### src/rtl/addr_decoder_mc.sv
// addr_decoder_mc: multi-region address decoder with per-region wait states,
// busy/ack handshake and an error response for unmapped addresses.
module addr_decoder_mc #(
    parameter int ADDR_W = 32,
    parameter int OFF_W = 10,
    parameter int NREG = 4,
    parameter logic [NREG*ADDR_W-1:0] BASES = {32'h4000, 32'h2AB0, 32'h26B0, 32'h22B0},
    parameter logic [NREG*4-1:0] WAITS = {4'd0, 4'd3, 4'd1, 4'd0}
) (
    input  logic              clk,
    input  logic              rst,
    input  logic              req,
    input  logic [ADDR_W-1:0] address,
    input  logic              we_ctrl,
    output logic              busy,
    output logic              ack,
    output logic              err,
    output logic [NREG-1:0]   cs,
    output logic              we,
    output logic [OFF_W-1:0]  address_out
);
    localparam int IW = NREG > 1 ? $clog2(NREG) : 1;
    typedef enum logic [1:0] {S_IDLE, S_WAIT, S_ACK, S_ERR} state_t;
    state_t state, state_n;
    logic [3:0] cnt, cnt_n, hwait;
    logic [IW-1:0] idx, idx_n, hidx;
    logic [OFF_W-1:0] off, off_n, hoff, aout_n;
    logic [ADDR_W-1:0] diff;
    logic [NREG-1:0] cs_n;
    logic wr, wr_n, hit, sel_n, busy_n, ack_n, err_n, we_n;
    // Scan from the top index down so the lowest matching region wins on overlap
    always_comb begin
        hit = 1'b0;
        hidx = '0;
        hoff = '0;
        diff = '0;
        for (int i = NREG - 1; i >= 0; i--) begin
            diff = address - BASES[i*ADDR_W +: ADDR_W];
            if (address >= BASES[i*ADDR_W +: ADDR_W] && diff[ADDR_W-1:OFF_W] == '0) begin
                hit = 1'b1;
                hidx = IW'(i);
                hoff = diff[OFF_W-1:0];
            end
        end
        hwait = WAITS[4*int'(hidx) +: 4];
    end
    always_ff @(posedge clk or negedge rst) begin
        if (!rst) begin
            state <= S_IDLE;
            cnt <= '0;
            idx <= '0;
            off <= '0;
            wr <= 1'b0;
            busy <= 1'b0;
            ack <= 1'b0;
            err <= 1'b0;
            cs <= '0;
            we <= 1'b0;
            address_out <= '0;
        end else begin
            state <= state_n;
            cnt <= cnt_n;
            idx <= idx_n;
            off <= off_n;
            wr <= wr_n;
            busy <= busy_n;
            ack <= ack_n;
            err <= err_n;
            cs <= cs_n;
            we <= we_n;
            address_out <= aout_n;
        end
    end
    always_comb begin
        state_n = state;
        cnt_n = cnt;
        idx_n = idx;
        off_n = off;
        wr_n = wr;
        case (state)
            S_IDLE: if (req) begin
                idx_n = hidx;
                off_n = hoff;
                wr_n = we_ctrl;
                cnt_n = hwait == 4'd0 ? 4'd0 : hwait - 4'd1;
                state_n = !hit ? S_ERR : hwait == 4'd0 ? S_ACK : S_WAIT;
            end
            S_WAIT: begin
                cnt_n = cnt == 4'd0 ? 4'd0 : cnt - 4'd1;
                state_n = cnt == 4'd0 ? S_ACK : S_WAIT;
            end
            default: state_n = S_IDLE;
        endcase
    end
    // Outputs are decoded from the next state so they land in registers
    always_comb begin
        sel_n = state_n == S_WAIT || state_n == S_ACK;
        busy_n = state_n != S_IDLE;
        ack_n = state_n == S_ACK || state_n == S_ERR;
        err_n = state_n == S_ERR;
        we_n = state_n == S_ACK && wr_n;
        cs_n = sel_n ? NREG'(1) << idx_n : '0;
        aout_n = sel_n ? off_n : '0;
    end
endmodule
### config.mk
export PLATFORM = sky130hd
export DESIGN_NAME = addr_decoder_mc
export DESIGN_NICKNAME = d
export VERILOG_FILES = /design/src/rtl/addr_decoder_mc.sv
export SDC_FILE = /design/constraint.sdc
export NUM_CORES = 1
export LEC_CHECK = 0
export BUFFER_PORTS_ARGS = -buffer_cell sky130_fd_sc_hd__buf_2
export CAP_MARGIN = 10
export CORE_UTILIZATION = 40
export DETAILED_ROUTE_END_ITERATION = 6
export GPL_ROUTABILITY_DRIVEN = 0
export HOLD_SLACK_MARGIN = 0.02
export PLACE_DENSITY = 0.59
export SYNTH_ARGS = -nofsm -noshare
export SYNTH_HDL_FRONTEND = slang
export SYNTH_SLANG_ARGS = --single-unit
### constraint.sdc
create_clock -name clk -period 6.3 [get_ports clk]
set_input_delay 0.315 -clock clk [delete_from_list [all_inputs] [get_ports clk]]
set_output_delay 0.315 -clock clk [all_outputs]
set_load 0.1 [all_outputs]
# After elaboration in Yosys (flattened, before gate mapping)
# Cells that the tools add are included.
[classes] n_addsub=6 magnitude_cmp=4 n_eq_ne=5 n_shift=2 muxes=29 n_reduce_logical=17
[op_table] operator="$ge 32x14->1 const B" count=3
[op_table] operator="$sub 32x14->32 const B" count=3
[op_table] operator="$logic_not 22->1" count=4
[op_table] operator="$mux 10" count=7
[op_table] operator="$ge 32x15->1 const B" count=1
[op_table] operator="$sub 32x15->32 const B" count=1
[op_table] operator="$mux 2" count=10
[op_table] operator="$mux 4" count=4
[op_table] operator="$shiftx 16x5->4 const A" count=1
[op_table] operator="$logic_not 4->1" count=2
[op_table] operator="$pmux 4 s2" count=1
[op_table] operator="$sub 4x1->4 const B" count=2
[op_table] operator="$mux 1" count=6
[op_table] operator="$logic_and 1x1->1" count=5
[op_table] operator="$eq 2x1->1 const B" count=2
[op_table] operator="$eq 2x2->1 const B" count=2
[op_table] operator="$pmux 2 s2" count=1
[op_table] operator="$reduce_bool 2->1" count=2
[op_table] operator="$shl 1x2->4 const A" count=1
[op_table] operator="$logic_not 2->1" count=1
[op_table] operator="$logic_or 1x1->1" count=2
[op_table] operator="$ne 2x2->1 const B" count=1
[op_table] operator="$reduce_and 2->1" count=1
[totals] reg_bits=37 in_bits=36 out_inout_bits=18 elab_cells=74

# Longest topological paths before layout
[depth] ltp_word=16 ltp_mapped=16 depth_no_buf=14

# Worst setup path after synthesis
# Ideal clock, no wire load.
[synth_path] path_kind="input to register" from="input address[9]" to="register address_out[2]" setup_time_ps=122 arrival_ps=3732 required_ps=6178 setup_slack_ps=2446 stages=15 path_buffers=2 cell_sequence="clkbuf_1 o211a_1 and3_2 mux2_2 or4_2 nor2_1 and4_1 nor2_1 ha_1 a21oi_1 o21a_1 ha_1 clkbuf_1 and3_1 a32o_1"
[synth_between] elab_chain_cells=16 word_cells_on_any_way=40 cone_classes="4 x add/sub; 4 x order compare; 2 x eq/ne; 1 x shift; 19 x mux; 10 x reduce/logical"
[synth_rtl] element="from (decl)" line_no="13" rtl="input logic [ADDR_W-1:0] address,"
[synth_rtl] element="$sub 32x15->32" line_no="38" rtl="diff = address - BASES[i*ADDR_W +: ADDR_W];"
[synth_rtl] element="$logic_not 22->1" line_no="39" rtl="if (address >= BASES[i*ADDR_W +: ADDR_W] && diff[ADDR_W-1:OFF_W] == '0) begin"
[synth_rtl] element="$logic_and 1x1->1" line_no="39"
[synth_rtl] element="$mux 2 (4 in a row)" line_no="39"
[synth_rtl] element="$shiftx 16x5->4" line_no="45" rtl="hwait = WAITS[4*int'(hidx) +: 4];"
[synth_rtl] element="$logic_not 4->1" line_no="86" rtl="state_n = !hit ? S_ERR : hwait == 4'd0 ? S_ACK : S_WAIT;"
[synth_rtl] element="$mux 2 (2 in a row)" line_no="86"
[synth_rtl] element="$mux 2" line_no="81" rtl="S_IDLE: if (req) begin"
[synth_rtl] element="$pmux 2 s2" line_no="80" rtl="case (state)"
[synth_rtl] element="$eq 2x1->1 / $eq 2x2->1 (equally long branches)" line_no="97" rtl="sel_n = state_n == S_WAIT || state_n == S_ACK;"
[synth_rtl] element="$logic_or 1x1->1" line_no="97"
[synth_rtl] element="$mux 10 *" line_no="103" rtl="aout_n = sel_n ? off_n : '0;"
[synth_rtl] element="via aout_n[2]" line_no="27" rtl="logic [OFF_W-1:0] off, off_n, hoff, aout_n;"
[synth_rtl] element="to (signal assigned)" line_no="71" rtl="address_out <= aout_n;"
[synth_rtl] element="to (decl)" line_no="20" rtl="output logic [OFF_W-1:0] address_out"
# Mark *: on every way through the listed nets, which the timed path passes. The rest lies on a longest branch.
# A chain may end at the register's enable or synchronous reset.

# Worst setup path after layout
[layout_path] from="input address[13]" to="register cs[0]"
[layout_between] elab_chain_cells=16 word_cells_on_any_way=37 cone_classes="4 x add/sub; 4 x order compare; 2 x eq/ne; 2 x shift; 15 x mux; 10 x reduce/logical"
[layout_rtl] element="$sub 32x15->32" line_no="38"
[layout_rtl] element="$logic_not 22->1" line_no="39"
[layout_rtl] element="$logic_and 1x1->1" line_no="39"
[layout_rtl] element="$mux 2 (4 in a row)" line_no="39"
[layout_rtl] element="$shiftx 16x5->4" line_no="45"
[layout_rtl] element="$logic_not 4->1" line_no="86"
[layout_rtl] element="$mux 2 (2 in a row)" line_no="86"
[layout_rtl] element="$mux 2" line_no="81"
[layout_rtl] element="$pmux 2 s2" line_no="80"
[layout_rtl] element="$eq 2x1->1 / $eq 2x2->1 (equally long branches)" line_no="97"
[layout_rtl] element="$logic_or 1x1->1" line_no="97"
[layout_rtl] element="$mux 4 *" line_no="102" rtl="cs_n = sel_n ? NREG'(1) << idx_n : '0;"
[layout_rtl] element="via cs_n[0]" line_no="29" rtl="logic [NREG-1:0] cs_n;"
[layout_rtl] element="to (signal assigned)" line_no="69" rtl="cs <= cs_n;"
[layout_rtl] element="to (decl)" line_no="18" rtl="output logic [NREG-1:0] cs,"
# Marks and branches as above.

==> results.json <==
{
  "io_buffer_count": 53,
  "crit_arrival_ps": 4610,
  "syn-instance-count": 450,
  "cts_setup_buffers": 0,
  "drt-initial-drc-count": 496,
  "antenna-diode-count": 0,
  "power_density_nw_per_um2": 290,
  "synth_nets": 492,
  "cts_buffers": 5,
  "via_per_inst": 6.79,
  "fin_worst_skew_ps": 4.21,
  "critPathRequiredTime_ps": 6500,
  "placed_cells": 575,
  "ant_nets": 0,
  "core_um2": 9200,
  "synth_largest_area_cell": "dfrtp_1",
  "end_kind": "flop",
  "yosys-top-cells-area": "dfrtp_1 24%, nor3_1 3.0%, a21oi_1 2.9%",
  "rsz0062_at_grt": "no",
  "synth_ff_type": "dfrtp_1",
  "start_util_pct": 41.2,
  "synth.top_cell.area_share_pct": 24.5,
  "report.final.hold_viol_count": 0,
  "power.leakage_nw": 1.58,
  "fin_cells": 583,
  "synth.distinct_cells": 89,
  "synth.yosys.seq_area_share_pct": 24.5,
  "grt_pass1_vias": 3635,
  "vias": 3960,
  "layout-drive-gt1-share_pct": 22.9,
  "synth_warnings": 0,
  "clock.fmax_mhz": 227,
  "maxCapViolations": 0,
  "synth_edf_count": 0,
  "die-area_um2": 9860,
  "tightestPinTransition_ps": 812,
  "crit_path_start_kind": "input pin",
  "syn_area_um2": 3780,
  "async_flop_share_pct": 100,
  "grt_overflow": 0,
  "antenna_found_initial": 0,
  "wirelength_um": 11700,
  "die_x_um": 99.3,
  "clk_pin_slew_ps": 80,
  "finalMaxSlewViolations": 0,
  "synth_commonest_cells": "37 x dfrtp_1, 29 x nand2_1, 25 x nor2_1, 23 x nor3_1, 22 x a21oi_1",
  "yosysMostFrequentCell": "dfrtp_1",
  "fin_crit_ps": 4410,
  "finalCritPeriodShare_pct": 70.0,
  "holdBufCountCts": 0,
  "cts_sinks": 37,
  "syn_to_final_growth_pct": 5.22,
  "slew_headroom_pct": 45.9,
  "boundaryPins": 54,
  "finish.net_count": 513,
  "drtPass1Iterations": 5,
  "synth-seq-cells": 37,
  "drc": 0,
  "grt_pass1_wl_um": 19000,
  "grt_start_max_net_pins": 38,
  "die_y_um": 99.3,
  "outcome": "complete, no violations",
  "power.total_mw": 1.16,
  "pre_cts_slack_ps": 1640,
  "hp-class": "input pin to async pin",
  "cts_max_level": 2,
  "cts_tree": "yes",
  "fin_ws_ps": 1890,
  "grt_util_all_layers_pct": 24.0,
  "clk_latency_ps": 290,
  "ctsLongestPathBuffers": 2,
  "root_buffer": "clkbuf_8",
  "ctsResizeCount": 0,
  "worst-path-max-fanout": 23,
  "dpl.hpwl_um": 8600,
  "ir_drop_v": 0.000165,
  "wl_per_cell_um": 20.0,
  "crit_type": "input pin to flop",
  "setup_viol": 0,
  "rows": 35,
  "synth_area_per_cell_um2": 8.41,
  "tns_ps": 0
}
[layout make-up]
class                           count  area (µm²)
Clock buffer                        6        82.6
Clock inverter                      2        13.8
Fill cell                         924        5210
Inverter                           10        37.5
Multi-Input combinational cell    364        2520
Sequential cell                    37         926
Tap cell                          111         139
Timing Repair Buffer               53         265
[metal layers]
layer	vias to the layer above	track usage, %	wire (µm)
li1	1797	-	-
met1	1832	33.6	5040
met2	273	35.2	4910
met3	58	5.48	1240
met4	0	10.5	468
met5	-	0	0
[stage by stage]
stage / hold WS, ps / cell area (µm²) / util, %
after floorplan: 19.4 / 3780 / -
after global placement: 446 / 3890 / 42.3
after detailed placement: 459 / 3890 / 42.3
after CTS: 138 / 3980 / 43.3
after global routing: 187 / 3980 / 43.3
final: 115 / 3980 / 43.3
[power by group]
group / internal [mW] / switching (mW) / leakage, nW
Sequential: 0.304 / 0.0288 / 0.491
Combinational: 0.152 / 0.495 / 1.04
Clock: 0.0887 / 0.0876 / 0.0512
[worst max-delay path: stages]
cell     delay [ps]
buf_2           370
nor4b_1         630
and3_2          340
mux2_2          350
or4_2           630
nor2_1          100
and4_1          260
nor2_1           70
ha_1            330
a21oi_1          90
o21a_1          150
ha_1            480
inv_1           220
nor3_1          250
[sequential cells by signal, summed over array words and instances, names as in the netlist]
| signal | count |
|---|---|
| address_out | 10 |
| off | 10 |
| cnt | 4 |
| cs | 4 |
| idx | 2 |
| state | 2 |
| ack | 1 |
| busy | 1 |
| err | 1 |
| we | 1 |
| wr | 1 |
[kinds of logic after synthesis]
logic type | share of synthesized area (%)
and+or+nand+nor | 32.2
AOI/OAI and AO/OA | 27.3
buffers and inverters | 8.99
DFF | 24.5
xor gates and xnor gates | 3.01
muxes | 2.08
adders and majority gates | 1.98
[cells in the final DEF (no fill, tap or decap), types with 7 or more instances in the layout]
cell	instances
a31oi_1	7
inv_1	10
a21oi_1	22
nand2_1	29
nor2_1	25
o21ai_0	21
nand4_1	11
dfrtp_1	37
and2_1	8
buf_2	53
a211oi_1	10
nor4_1	15
nor3_1	23
xnor2_1	8
and3_1	8
nand3_1	13
[worst paths after layout]
check / cells after the start / end / slack [ps] / start
worst min-delay path: 1 / address_out[7]$_DFF_PN0_ / 110 / rst
max in group asynchronous: 1 / off[1]$_DFF_PN0_ / 5670 / rst
worst min register to register: 2 / wr$_DFF_PN0_ / 480 / wr$_DFF_PN0_
worst max-delay path: 14 / cs[0]$_DFF_PN0_ / 1890 / address[13]
worst max register to register: 8 / cs[0]$_DFF_PN0_ / 3690 / state[0]$_DFF_PN0_
min in group clk: 3 / wr$_DFF_PN0_ / 230 / we_ctrl
Note: power is estimated with default switching activity, not from simulation.
